===== src/rtl/sram_arbiter_params.sv =====
// Shared types for the unified-SRAM arbiter: return-owner tag, streak counter, default streak limit.
package sram_arbiter_params;

    typedef enum logic [1:0] {
        NONE      = 2'd0,
        INST      = 2'd1,
        DATA_READ = 2'd2
    } ReturnOwner;

    typedef logic [3:0] StreakCount;

    localparam int DEFAULT_MAX_DATA_STREAK = 4;

endpackage


===== src/rtl/sram_arbiter_priority.sv =====
// Combinational grant decision: data wins a conflict unless its streak has hit the limit.
// Zero latency; a losing requester simply sees no grant and keeps requesting.
module sram_arbiter_priority
    import sram_arbiter_params::*;
#(
    parameter int MAX_DATA_STREAK = DEFAULT_MAX_DATA_STREAK
) (
    input  logic       inst_request,
    input  logic       data_request,
    input  StreakCount streak,
    output logic       inst_grant,
    output logic       data_grant
);

    localparam StreakCount MAX_STREAK = StreakCount'(MAX_DATA_STREAK);

    logic inst_forced;

    assign inst_forced = (streak == MAX_STREAK);
    assign inst_grant  = inst_request && (!data_request || inst_forced);
    assign data_grant  = data_request && !inst_grant;

endmodule


===== src/rtl/sram_port_arbiter.sv =====
// Shares one 1-cycle-latency SRAM between inst and data sides; grants same cycle, read data returns next cycle.
// No buffering: the ungranted side holds its request. `SRAM_ARB_PERF_COUNTER_EN adds grant/conflict counters.
module sram_port_arbiter
    import sram_arbiter_params::*;
#(
    parameter int MAX_DATA_STREAK = DEFAULT_MAX_DATA_STREAK,
    parameter int ADDRESS_WIDTH   = 32,
    parameter int DATA_WIDTH      = 32
) (
    input  logic                      clock,
    input  logic                      reset,
    input  logic                      inst_request,
    input  logic [ADDRESS_WIDTH-1:0]  inst_address,
    output logic                      inst_grant,
    output logic                      inst_read_valid,
    output logic [DATA_WIDTH-1:0]     inst_read_data,
    input  logic                      data_request,
    input  logic [DATA_WIDTH/8-1:0]   data_write_strobe,
    input  logic [ADDRESS_WIDTH-1:0]  data_address,
    input  logic [DATA_WIDTH-1:0]     data_write_data,
    output logic                      data_grant,
    output logic                      data_read_valid,
    output logic [DATA_WIDTH-1:0]     data_read_data,
    output logic                      ram_enabled,
    output logic [DATA_WIDTH/8-1:0]   ram_write_strobe,
    output logic [ADDRESS_WIDTH-1:0]  ram_address,
    output logic [DATA_WIDTH-1:0]     ram_write_data,
    input  logic [DATA_WIDTH-1:0]     ram_read_data
`ifdef SRAM_ARB_PERF_COUNTER_EN
    ,
    output logic [31:0]               inst_grant_count,
    output logic [31:0]               data_grant_count,
    output logic [31:0]               conflict_count
`endif
);

    localparam StreakCount MAX_STREAK = StreakCount'(MAX_DATA_STREAK);

    logic       raw_inst_grant;
    logic       raw_data_grant;
    StreakCount streak_q, streak_d;
    ReturnOwner owner_q, owner_d;

    sram_arbiter_priority #(
        .MAX_DATA_STREAK (MAX_DATA_STREAK)
    ) u_priority (
        .inst_request (inst_request),
        .data_request (data_request),
        .streak       (streak_q),
        .inst_grant   (raw_inst_grant),
        .data_grant   (raw_data_grant)
    );

    // Grants must fall the instant reset asserts, not at the next edge.
    assign inst_grant  = reset & raw_inst_grant;
    assign data_grant  = reset & raw_data_grant;
    assign ram_enabled = inst_grant | data_grant;

    always_comb begin
        ram_address      = '0;
        ram_write_strobe = '0;
        ram_write_data   = '0;
        if (inst_grant) begin
            ram_address = inst_address;
        end else if (data_grant) begin
            ram_address      = data_address;
            ram_write_strobe = data_write_strobe;
            ram_write_data   = data_write_data;
        end
    end

    always_comb begin
        streak_d = streak_q;
        if (inst_grant || !inst_request) begin
            streak_d = '0;
        end else if (data_grant && (streak_q != MAX_STREAK)) begin
            streak_d = streak_q + StreakCount'(1);
        end
    end

    always_comb begin
        owner_d = NONE;
        if (inst_grant) begin
            owner_d = INST;
        end else if (data_grant && (data_write_strobe == '0)) begin
            owner_d = DATA_READ;
        end
    end

    always_ff @(posedge clock or negedge reset) begin
        if (!reset) begin
            streak_q <= '0;
            owner_q  <= NONE;
        end else begin
            streak_q <= streak_d;
            owner_q  <= owner_d;
        end
    end

    assign inst_read_valid = (owner_q == INST);
    assign data_read_valid = (owner_q == DATA_READ);
    assign inst_read_data  = ram_read_data;
    assign data_read_data  = ram_read_data;

`ifdef SRAM_ARB_PERF_COUNTER_EN
    logic [31:0] inst_cnt_q;
    logic [31:0] data_cnt_q;
    logic [31:0] conflict_cnt_q;

    always_ff @(posedge clock or negedge reset) begin
        if (!reset) begin
            inst_cnt_q     <= '0;
            data_cnt_q     <= '0;
            conflict_cnt_q <= '0;
        end else begin
            if (inst_grant)                   inst_cnt_q     <= inst_cnt_q + 32'd1;
            if (data_grant)                   data_cnt_q     <= data_cnt_q + 32'd1;
            if (inst_request && data_request) conflict_cnt_q <= conflict_cnt_q + 32'd1;
        end
    end

    assign inst_grant_count = inst_cnt_q;
    assign data_grant_count = data_cnt_q;
    assign conflict_count   = conflict_cnt_q;
`endif

endmodule


===== config.mk =====
export PLATFORM = sky130hd
export DESIGN_NAME = sram_port_arbiter
export DESIGN_NICKNAME = d
export VERILOG_FILES = /design/src/rtl/sram_arbiter_params.sv /design/src/rtl/sram_arbiter_priority.sv /design/src/rtl/sram_port_arbiter.sv
export SDC_FILE = /design/constraint.sdc
export NUM_CORES = 1
export LEC_CHECK = 0
export CORE_AREA = 3 3 104 106
export DETAILED_ROUTE_END_ITERATION = 6
export DIE_AREA = 0 0 107 109
export PLACE_DENSITY_LB_ADDON = 0.15
export SLEW_MARGIN = 15
export SYNTH_ARGS = -nofsm -noshare
export SYNTH_HDL_FRONTEND = slang
export SYNTH_SLANG_ARGS = --single-unit

===== constraint.sdc =====
create_clock -name clock -period 3.1 [get_ports clock]
set_clock_uncertainty 0.2 [all_clocks]
set_input_delay 0.62 -clock clock [delete_from_list [all_inputs] [get_ports clock]]
set_output_delay 0.62 -clock clock [all_outputs]
set_load 0.005 [all_outputs]

== Yosys cells after proc, flatten, opt, wreduce, memory -nomap -nowiden ==
Index checks and enable logic that the tools add are counted.
Operators by class
  add/subtract/negate cells: 1
  eq/ne operators: 4
  muxes and demuxes: 10
  bitwise operators: 3
  reduce and logical (&&, ||, !) cells: 11
Operator list (count)
  two-way mux 32 bit: 4
  two-way mux 4 bit: 4
  adder 4 x 1 -> 4 bit (second input constant): 1
  equality test 4 x 3 -> 1 bit (second input constant): 1
  logical AND 1 bit: 4
  zero test 4 bit: 1
  two-way mux 2 bit: 2
  inequality test 4 x 3 -> 1 bit (second input constant): 1
  zero test 1 bit: 3
  AND 1 bit: 2
  equality test 2 x 1 -> 1 bit (second input constant): 1
  equality test 2 bit (second input constant): 1
  logical OR 1 bit: 2
  nonzero test 2 bit: 1
  bitwise OR 1 bit: 1
Word-level totals
  register bits after elaboration: 6
  input port bits: 136
  output and inout bits: 137

== Logic depth before layout (Yosys ltp) ==
Gate-level depths: netlist (run 1).
  word-level depth: 9
  mapped depth: 7
  depth with buffers taken out: 5

== By module ==
A second synthesis (run 1) with hierarchy kept.
Second synthesis, totals
  cells, all modules: 182
  area total of the unflattened synthesis: 1413.9 µm²
By module, submodules not included
  sram_port_arbiter: times used 1, cells an instance 178, area each 1387.6 µm²
  sram_arbiter_priority: times used 1, cells an instance 4, area each 26.3 µm²

== Least setup slack after synthesis (run 1) ==
No wires, ideal clock.
  path type: register to output
  start: register streak_q[0]
  end: output ram_address[16]
  arrival time: 1367 ps
  data required time: 2280 ps
  path slack: 913 ps
  stages on the path, launching flop included: 7
  buffers on the path: 1
  cells stage by stage: dfrtp_1 inv_1 ha_1 nand3b_4 a21oi_2 buf_6 a22o_1
Between the ends
  elaborated cells between the ends (all ways): 9
RTL lines
  start: declaration: RTL line sram_port_arbiter.sv:41  | StreakCount streak_q, streak_d;
  start signal: assignment: RTL line sram_port_arbiter.sv:95  | streak_q <= streak_d;
  equality test 4 x 3 -> 1 bit: RTL line sram_arbiter_priority.sv:19  | assign inst_forced = (streak == MAX_STREAK);
  logical OR 1 bit: RTL line sram_arbiter_priority.sv:20  | assign inst_grant = inst_request && (!data_request || inst_forced);
  logical AND 1 bit: RTL line sram_arbiter_priority.sv:20
  AND 1 bit: RTL line sram_port_arbiter.sv:55  | assign inst_grant = reset & raw_inst_grant;
  named net inst_grant: RTL line sram_port_arbiter.sv:14  | output logic inst_grant,
  two-way mux 32 bit: RTL line sram_port_arbiter.sv:63  | if (inst_grant) begin
  end: declaration: RTL line sram_port_arbiter.sv:26  | output logic [ADDRESS_WIDTH-1:0] ram_address,
The timed path passes the listed nets, and every way through them passes these cells.

== Final worst setup path (run 1) ==
  start: register streak_q[0]
  end: output ram_address[10]
Between the ends
  cells in the longest elaborated chain, start to end: 8
  elaborated cells between the ends (all ways): 9
Ends and longest elaborated chain
  equality test 4 x 3 -> 1 bit (*): RTL line sram_arbiter_priority.sv:19
  logical OR 1 bit (*): RTL line sram_arbiter_priority.sv:20
  logical AND 1 bit (*): RTL line sram_arbiter_priority.sv:20
  zero test 1 bit: RTL line sram_arbiter_priority.sv:21  | assign data_grant = data_request && !inst_grant;
  logical AND 1 bit: RTL line sram_arbiter_priority.sv:21
  AND 1 bit: RTL line sram_port_arbiter.sv:56  | assign data_grant = reset & raw_data_grant;
  two-way mux 32 bit: RTL line sram_port_arbiter.sv:65  | end else if (data_grant) begin
  two-way mux 32 bit (*): RTL line sram_port_arbiter.sv:63
Every way passes the cells marked *; elsewhere a longest branch is shown, timed or not.

==> flow_summary.ini, run 1 <==
[outcome]
run_status = completed

[clock_network]
cts-root-to-sink-buffers = 2
cts_buffers = 3
clock_tree_from_tritoncts = yes
ctsRootBufferMaster = sky130_fd_sc_hd__clkbuf_8
clock_tree.htree_level_count = 1
clk_pin_slew_worst_paths_ns = 0.03
cts-hold-fix-buffers = 0
clkLatencyLatePin_ns = 0.21
clock_sink_count = 6

[global_route]
grt_antenna_before_repair = 0
grt_start_max_net_pins = 22
first_pass_grt_wire_length_mm = 9.47
groute.usage.overall = 0.103
grt_pass1_vias = 1721
gr-total-overflow = 0

[yosys]
synthAdderAreaFrac = 0.0172
synth_simple_gate_area_share = 0.244
synth_top_cells_by_area = sky130_fd_sc_hd__buf_4 (34%), sky130_fd_sc_hd__a22o_1 (19%), sky130_fd_sc_hd__and2_1 (16%)
synth_compound_gate_area_share = 0.223
netlist_area_um2 = 1450
synth-warning-count = 0
synth_seq_cells = 6
post_synth_inst_count = 180
synthesis.nets = 318
netlist-cell-type-count = 23
syn-mean-instance-area_um2 = 8.08
synth_top_family_by_area = buffers and inverters
synth_mux_area_frac = 0
area_fraction_of_the_dominant_cell_type_after_synthesis = 0.336
synth.yosys.seq_area_share = 0.103
yosysTopAreaCell = sky130_fd_sc_hd__buf_4
yosys.area_share.xor_xnor = 0

[power_and_ir_drop]
max-vdd-ir-drop_mv = 0.132
power.internal_w = 0.000385
p_seq_frac = 0.163
p_switching_w = 0.000118
p_leak_nw = 1.60
design_power_total_w = 0.000503
swShare = 0.234
power_frac_comb = 0.615
pwr-share-clk = 0.222
pwr_density_cell_nw_per_um2 = 163

[timing]
finalSetupViolations = 0
highest_clock_frequency_the_design_can_meet_mhz = 336
grt_setup_unrepaired = false
period_share = 0.959
hold-worst-slack_ns = 0.344
worst_slew_pin_tran_ns = 0.255
finalWorstSetupSlack_ns = 0.126
slew-limit-headroom = 0.829
post-route-min-period_ns = 2.97
timing.final.max_slew_violations = 0
hold_violations = 0

[placement]
place.gp.congestion = 0.681
placed_area_um2 = 2920
io_buffer_count = 176
dp.final_hpwl_mm = 5.45
dpl.cell_count = 423
place_ws_ns = -0.158

[worst_setup_path]
data_arrival_time_of_the_critical_path_ns = 2.15
cp_data_required_time_ns = 2.28
r2r_startpoint = streak_q[0]
crit_fanout = 15
timing.reg2reg.setup_slack_ns = 1.16
critPathLaunch = streak_q[0]
start_to_end_type_of_the_worst_setup_path = register to output port
reg2reg_to = owner_q[1]
worstSetupEndpointType = output port
timing.reg2reg.worst_path_depth = 8
start_kind = register

[drt]
detail_route.vias_per_cell = 3.87
ant_nets = 0
post_route_drc_violation_count = 0
post_detailed_route_wirelength_per_cell_um = 15.5
drt_first_iter_violations = 57
drt-total-wl_mm = 6.75
via_count = 1682
firstDrtPassIters = 4

[hold_path]
worst_hold_check_path_type = primary input to async pin

[final_layout]
insertedDiodeCount = 0
postLayoutCellArea_um2 = 3080
layoutNonFillerInstCount = 435
layout_commonest_cell = sky130_fd_sc_hd__clkdlybuf4s50_1
drive_above_1_share = 0.0795
flow.area_growth_from_synthesis_pct = 112
layout.filler_cells = 1036
layout_common_cells = sky130_fd_sc_hd__clkdlybuf4s50_1 (107), sky130_fd_sc_hd__dlygate4sd2_1 (56), sky130_fd_sc_hd__and2_1 (37), sky130_fd_sc_hd__a22o_1 (32), sky130_fd_sc_hd__dlymetal6s2s_1 (13)
design.final.nets = 442

[floorplan]
die_width_um = 107
die_area_um2 = 11700
num_io_pins = 273
initial_core_util = 0.147
design.core.area_um2 = 9860
site_row_count = 36
die_height_um = 109

[job]
max-cap-violations = 0
==> flip-flops by register name, summed over array words and instances, names as in the netlist <==
name,count
streak_q,4
owner_q,2
==> metal layers <==
layer,GRT usage,wire (µm),vias up
li1,-,-,794
met1,0.0999,2210,760
met2,0.207,3810,101
met3,0.0296,556,27
met4,0.0365,176,0
met5,0,0,-
==> how the worst max path moves through the flow <==
stage                              to  slack, ns  depth (start not counted)
finish                ram_address[10]       0.13                          8
global route          ram_address[10]       0.03                          8
CTS                    ram_address[3]      -0.07                          6
detailed placement    ram_address[22]      -0.16                          6
global placement    ram_write_data[7]      -0.16                          6
floorplan             ram_address[16]       0.91                          6
==> metrics by stage <==
stage	TNS [ns]	utilization
global route	0	0.312
floorplan	0	-
CTS	-0.981	0.303
finish	0	0.312
global placement	-8.68	0.296
detailed placement	-8.74	0.296
==> worst max-delay path, cell delays in order (launching register included) <==
cell	delay, ns
sky130_fd_sc_hd__dfrtp_1	0.41
sky130_fd_sc_hd__inv_1	0.08
sky130_fd_sc_hd__ha_1	0.21
sky130_fd_sc_hd__nand3b_4	0.13
sky130_fd_sc_hd__o21ba_4	0.23
sky130_fd_sc_hd__buf_12	0.12
sky130_fd_sc_hd__buf_16	0.14
sky130_fd_sc_hd__a22o_1	0.17
sky130_fd_sc_hd__clkdlybuf4s50_1	0.44
==> cell families after synthesis <==
| kind of cell | after synthesis |
|---|---|
| AO/OA/AOI/OAI | 38 |
| AND/OR/NAND/NOR | 56 |
| adder cells (fa/ha/maj) | 2 |
| buffers and inverters | 78 |
| flip-flops | 6 |
==> area by class of cell <==
type	count	area, µm²	share of cell area
timing repair buffer	194	1990	0.647
multi-input combinational	96	718	0.233
tap	133	166	0.0540
sequential	6	150	0.0488
clock buffer	3	41.3	0.0134
inverter	3	11.3	0.00366
==> cell usage after synthesis <==
library cell,instances
sky130_fd_sc_hd__o21ba_1,1
sky130_fd_sc_hd__a21oi_2,1
sky130_fd_sc_hd__or2b_1,1
sky130_fd_sc_hd__dfrtp_1,6
sky130_fd_sc_hd__nand3_1,3
sky130_fd_sc_hd__a31oi_1,2
sky130_fd_sc_hd__nand2_1,5
sky130_fd_sc_hd__buf_6,8
sky130_fd_sc_hd__a22o_1,32
sky130_fd_sc_hd__buf_2,2
sky130_fd_sc_hd__o31ai_1,1
sky130_fd_sc_hd__o21ai_0,1
sky130_fd_sc_hd__and2_1,37
sky130_fd_sc_hd__nor4_1,1
sky130_fd_sc_hd__nand4b_1,2
sky130_fd_sc_hd__inv_1,3
sky130_fd_sc_hd__buf_4,65
sky130_fd_sc_hd__ha_1,2
sky130_fd_sc_hd__or4_1,1
sky130_fd_sc_hd__nand3b_4,1
sky130_fd_sc_hd__nand2b_1,1
sky130_fd_sc_hd__or2_1,1
sky130_fd_sc_hd__nor2b_1,3
==> power by group through the flow <==
stage	clock network, W	logic [W]	registers [W]
floorplan	0	0.000143	0.0000827
global placement	0	0.000318	0.0000831
detailed placement	0	0.000318	0.0000831
CTS	0.000115	0.000310	0.0000822
global route	0.000122	0.000334	0.0000825
finish	0.000111	0.000309	0.0000822
==> repair_timing <==
item                       4_1_cts  5_1_grt
cloned                           2        1
gates resized for setup         58       14
buffers inserted                 2        4
setup endpoints to repair       70       16
Power figures use the tool's default switching activity.
==> run 2: changes to the inputs <==
Settings changed: ABC_CLOCK_PERIOD_IN_PS set to 3100, PLACE_DENSITY_LB_ADDON 0.15 to 0.08.
==> run 2 against run 1 <==
Clock-buffer cell count stayed put. Sequential share of layout area is 0.052 points lower. Utilization is 0.60 points higher. Non-clock buffer count is 3 higher. Combinational power is 9.4% higher. Clock power is 9% higher. Register-to-register slack better by 0.28 ns. Cell area is 1.9% higher. Global-route usage is 0.16 points higher. Sequential power hardly changed. Highest routed layer unchanged.
==> flow_summary.ini, run 2 (same netlist as run 1, synthesis figures left out) <==
[placement]
place_ws_ns = -0.194
place.gp.congestion = 0.742
io_buffer_count = 176
dp.final_hpwl_mm = 5.76
dpl.cell_count = 425
placed_area_um2 = 2920

[clock_network]
clock_tree.htree_level_count = 1
ctsRootBufferMaster = sky130_fd_sc_hd__clkbuf_8
clock_sink_count = 6
cts_buffers = 3
clock_tree_from_tritoncts = yes
cts-hold-fix-buffers = 0
cts-root-to-sink-buffers = 2
clkLatencyLatePin_ns = 0.23
clk_pin_slew_worst_paths_ns = 0.04

[worst_setup_path]
timing.reg2reg.setup_slack_ns = 1.44
crit_slowest_cell = sky130_fd_sc_hd__clkdlybuf4s50_1
data_arrival_time_of_the_critical_path_ns = 2.18
cp_data_required_time_ns = 2.28
reg2reg_to = owner_q[1]
cpMostUsedCell = sky130_fd_sc_hd__buf_6
timing.critical_path.max_delay_family = buffers and inverters
cpPeakStageDelay_ns = 0.50
start_kind = primary input
r2r_startpoint = streak_q[0]
timing.critical_path.cells = dlygate4sd2_1, buf_6, a21oi_4, buf_6, buf_16, a22o_1, clkdlybuf4s50_1
timing.critical_path.buf_inv = 5
worstSetupEndpointType = output port
crit_fanout = 12
timing.reg2reg.worst_path_depth = 6
start_to_end_type_of_the_worst_setup_path = primary input to output port

[timing]
grt_setup_unrepaired = false
finalWorstSetupSlack_ns = 0.104
timing.final.max_slew_violations = 0
highest_clock_frequency_the_design_can_meet_mhz = 334
slew-limit-headroom = 0.828
period_share = 0.967
post-route-min-period_ns = 3.00
hold-worst-slack_ns = 0.290
worst_slew_pin_tran_ns = 0.257
tns_ns = 0
finalSetupViolations = 0
hold_violations = 0

[floorplan]
die_area_um2 = 11700
die_width_um = 107
site_row_count = 36
initial_core_util = 0.147
num_io_pins = 273
design.core.area_um2 = 9860
die_height_um = 109

[final_layout]
top_regs = streak_q x4, owner_q x2
largest_register = streak_q
drive_above_1_share = 0.105
postLayoutCellArea_um2 = 3140
layout_common_cells = sky130_fd_sc_hd__clkdlybuf4s50_1 (171), sky130_fd_sc_hd__and2_1 (37), sky130_fd_sc_hd__a22o_1 (32), sky130_fd_sc_hd__buf_4 (9), sky130_fd_sc_hd__buf_6 (6)
design.final.nets = 445
layoutNonFillerInstCount = 438
flow.area_growth_from_synthesis_pct = 116
insertedDiodeCount = 0
largest_register_ff_count = 4
layout_commonest_cell = sky130_fd_sc_hd__clkdlybuf4s50_1

[global_route]
first_pass_grt_wire_length_mm = 9.44
grt_pass1_vias = 1684
groute.usage.overall = 0.105
gr-total-overflow = 0
grt_antenna_before_repair = 0
grt_start_max_net_pins = 25

[drt]
detail_route.vias_per_cell = 3.71
drt_first_iter_violations = 27
post_route_drc_violation_count = 0
post_detailed_route_wirelength_per_cell_um = 15.8
ant_nets = 0
drt-total-wl_mm = 6.91
firstDrtPassIters = 4
via_count = 1625

[power_and_ir_drop]
pwr_density_cell_nw_per_um2 = 173
max-vdd-ir-drop_mv = 0.0676
p_leak_nw = 1.22

[hold_path]
worst_hold_check_path_type = primary input to async pin

[outcome]
run_status = completed

[job]
max-cap-violations = 0
-- run 2: changes by cell type in the layout (fill, tap and decap cells not counted), sizes merged --
cell           previous run  this run
clkdlybuf4s50           107       171
dlygate4sd2              56         4
dlymetal6s2s             13         0
buf                      17        21
clkbuf                    4         3
clkdlybuf4s15             0         1
-- run 2: layer usage --
metal | up-vias | share of wire | wire, µm | global-route usage
li1 | 802 | - | - | -
met1 | 703 | 0.35 | 2430 | 0.111
met2 | 99 | 0.53 | 3670 | 0.199
met3 | 21 | 0.096 | 663 | 0.0332
met4 | 0 | 0.021 | 144 | 0.0320
met5 | - | 0 | 0 | 0
-- run 2: area by class of cell --
cell class / count / area, µm²
Tap cell: 133 / 166
Multi-Input combinational cell: 96 / 733
Inverter: 3 / 11.3
Clock buffer: 3 / 41.3
Timing Repair Buffer: 197 / 2030
Sequential cell: 6 / 151
Fill cell: 1036 / 6730
-- run 2: worst register-to-register path, cell delays in order, from the launching register on --
cell and delay [ns]:
sky130_fd_sc_hd__dfrtp_2 0.43, sky130_fd_sc_hd__inv_2 0.08, sky130_fd_sc_hd__ha_4 0.15, sky130_fd_sc_hd__nand3b_4 0.11, sky130_fd_sc_hd__o21ba_4 0.27, sky130_fd_sc_hd__buf_12 0.17
sky130_fd_sc_hd__and2_1 0.14
-- run 2: what timing repair did --
item / in CTS / in global routing
gates resized for setup: 13 / 9
cloned: 3 / 0
setup buffers: 3 / 4
hold endpoints to repair: 0 / 0
pin swaps: 0 / 1
setup endpoints to repair: 69 / 29
-- run 2: worst max path at each step --
stage	from	end	slack (ns)	cells past startpoint
2_1_floorplan	streak_q[0]	ram_address[16]	0.91	6
3_3_place_gp	reset	ram_address[8]	-0.21	6
3_5_place_dp	reset	ram_write_data[19]	-0.19	6
4_1_cts	streak_q[0]	ram_address[9]	-0.03	7
5_1_grt	streak_q[0]	ram_address[27]	0.004	8
6_report	data_request	ram_address[11]	0.10	7
-- run 2: metrics by stage --
step | utilization | power, W
finish | 0.318 | 0.000541
global route | 0.318 | 0.000577
CTS | 0.313 | 0.000547
detailed placement | 0.296 | 0.000404
global placement | 0.296 | 0.000407
floorplan | - | 0.000226
-- run 2: where the power goes --
part | switching (W) | internal, W
sequential | 0.00000170 | 0.0000806
combinational | 0.0000922 | 0.000246
clock | 0.0000373 | 0.0000838
total | 0.000131 | 0.000410
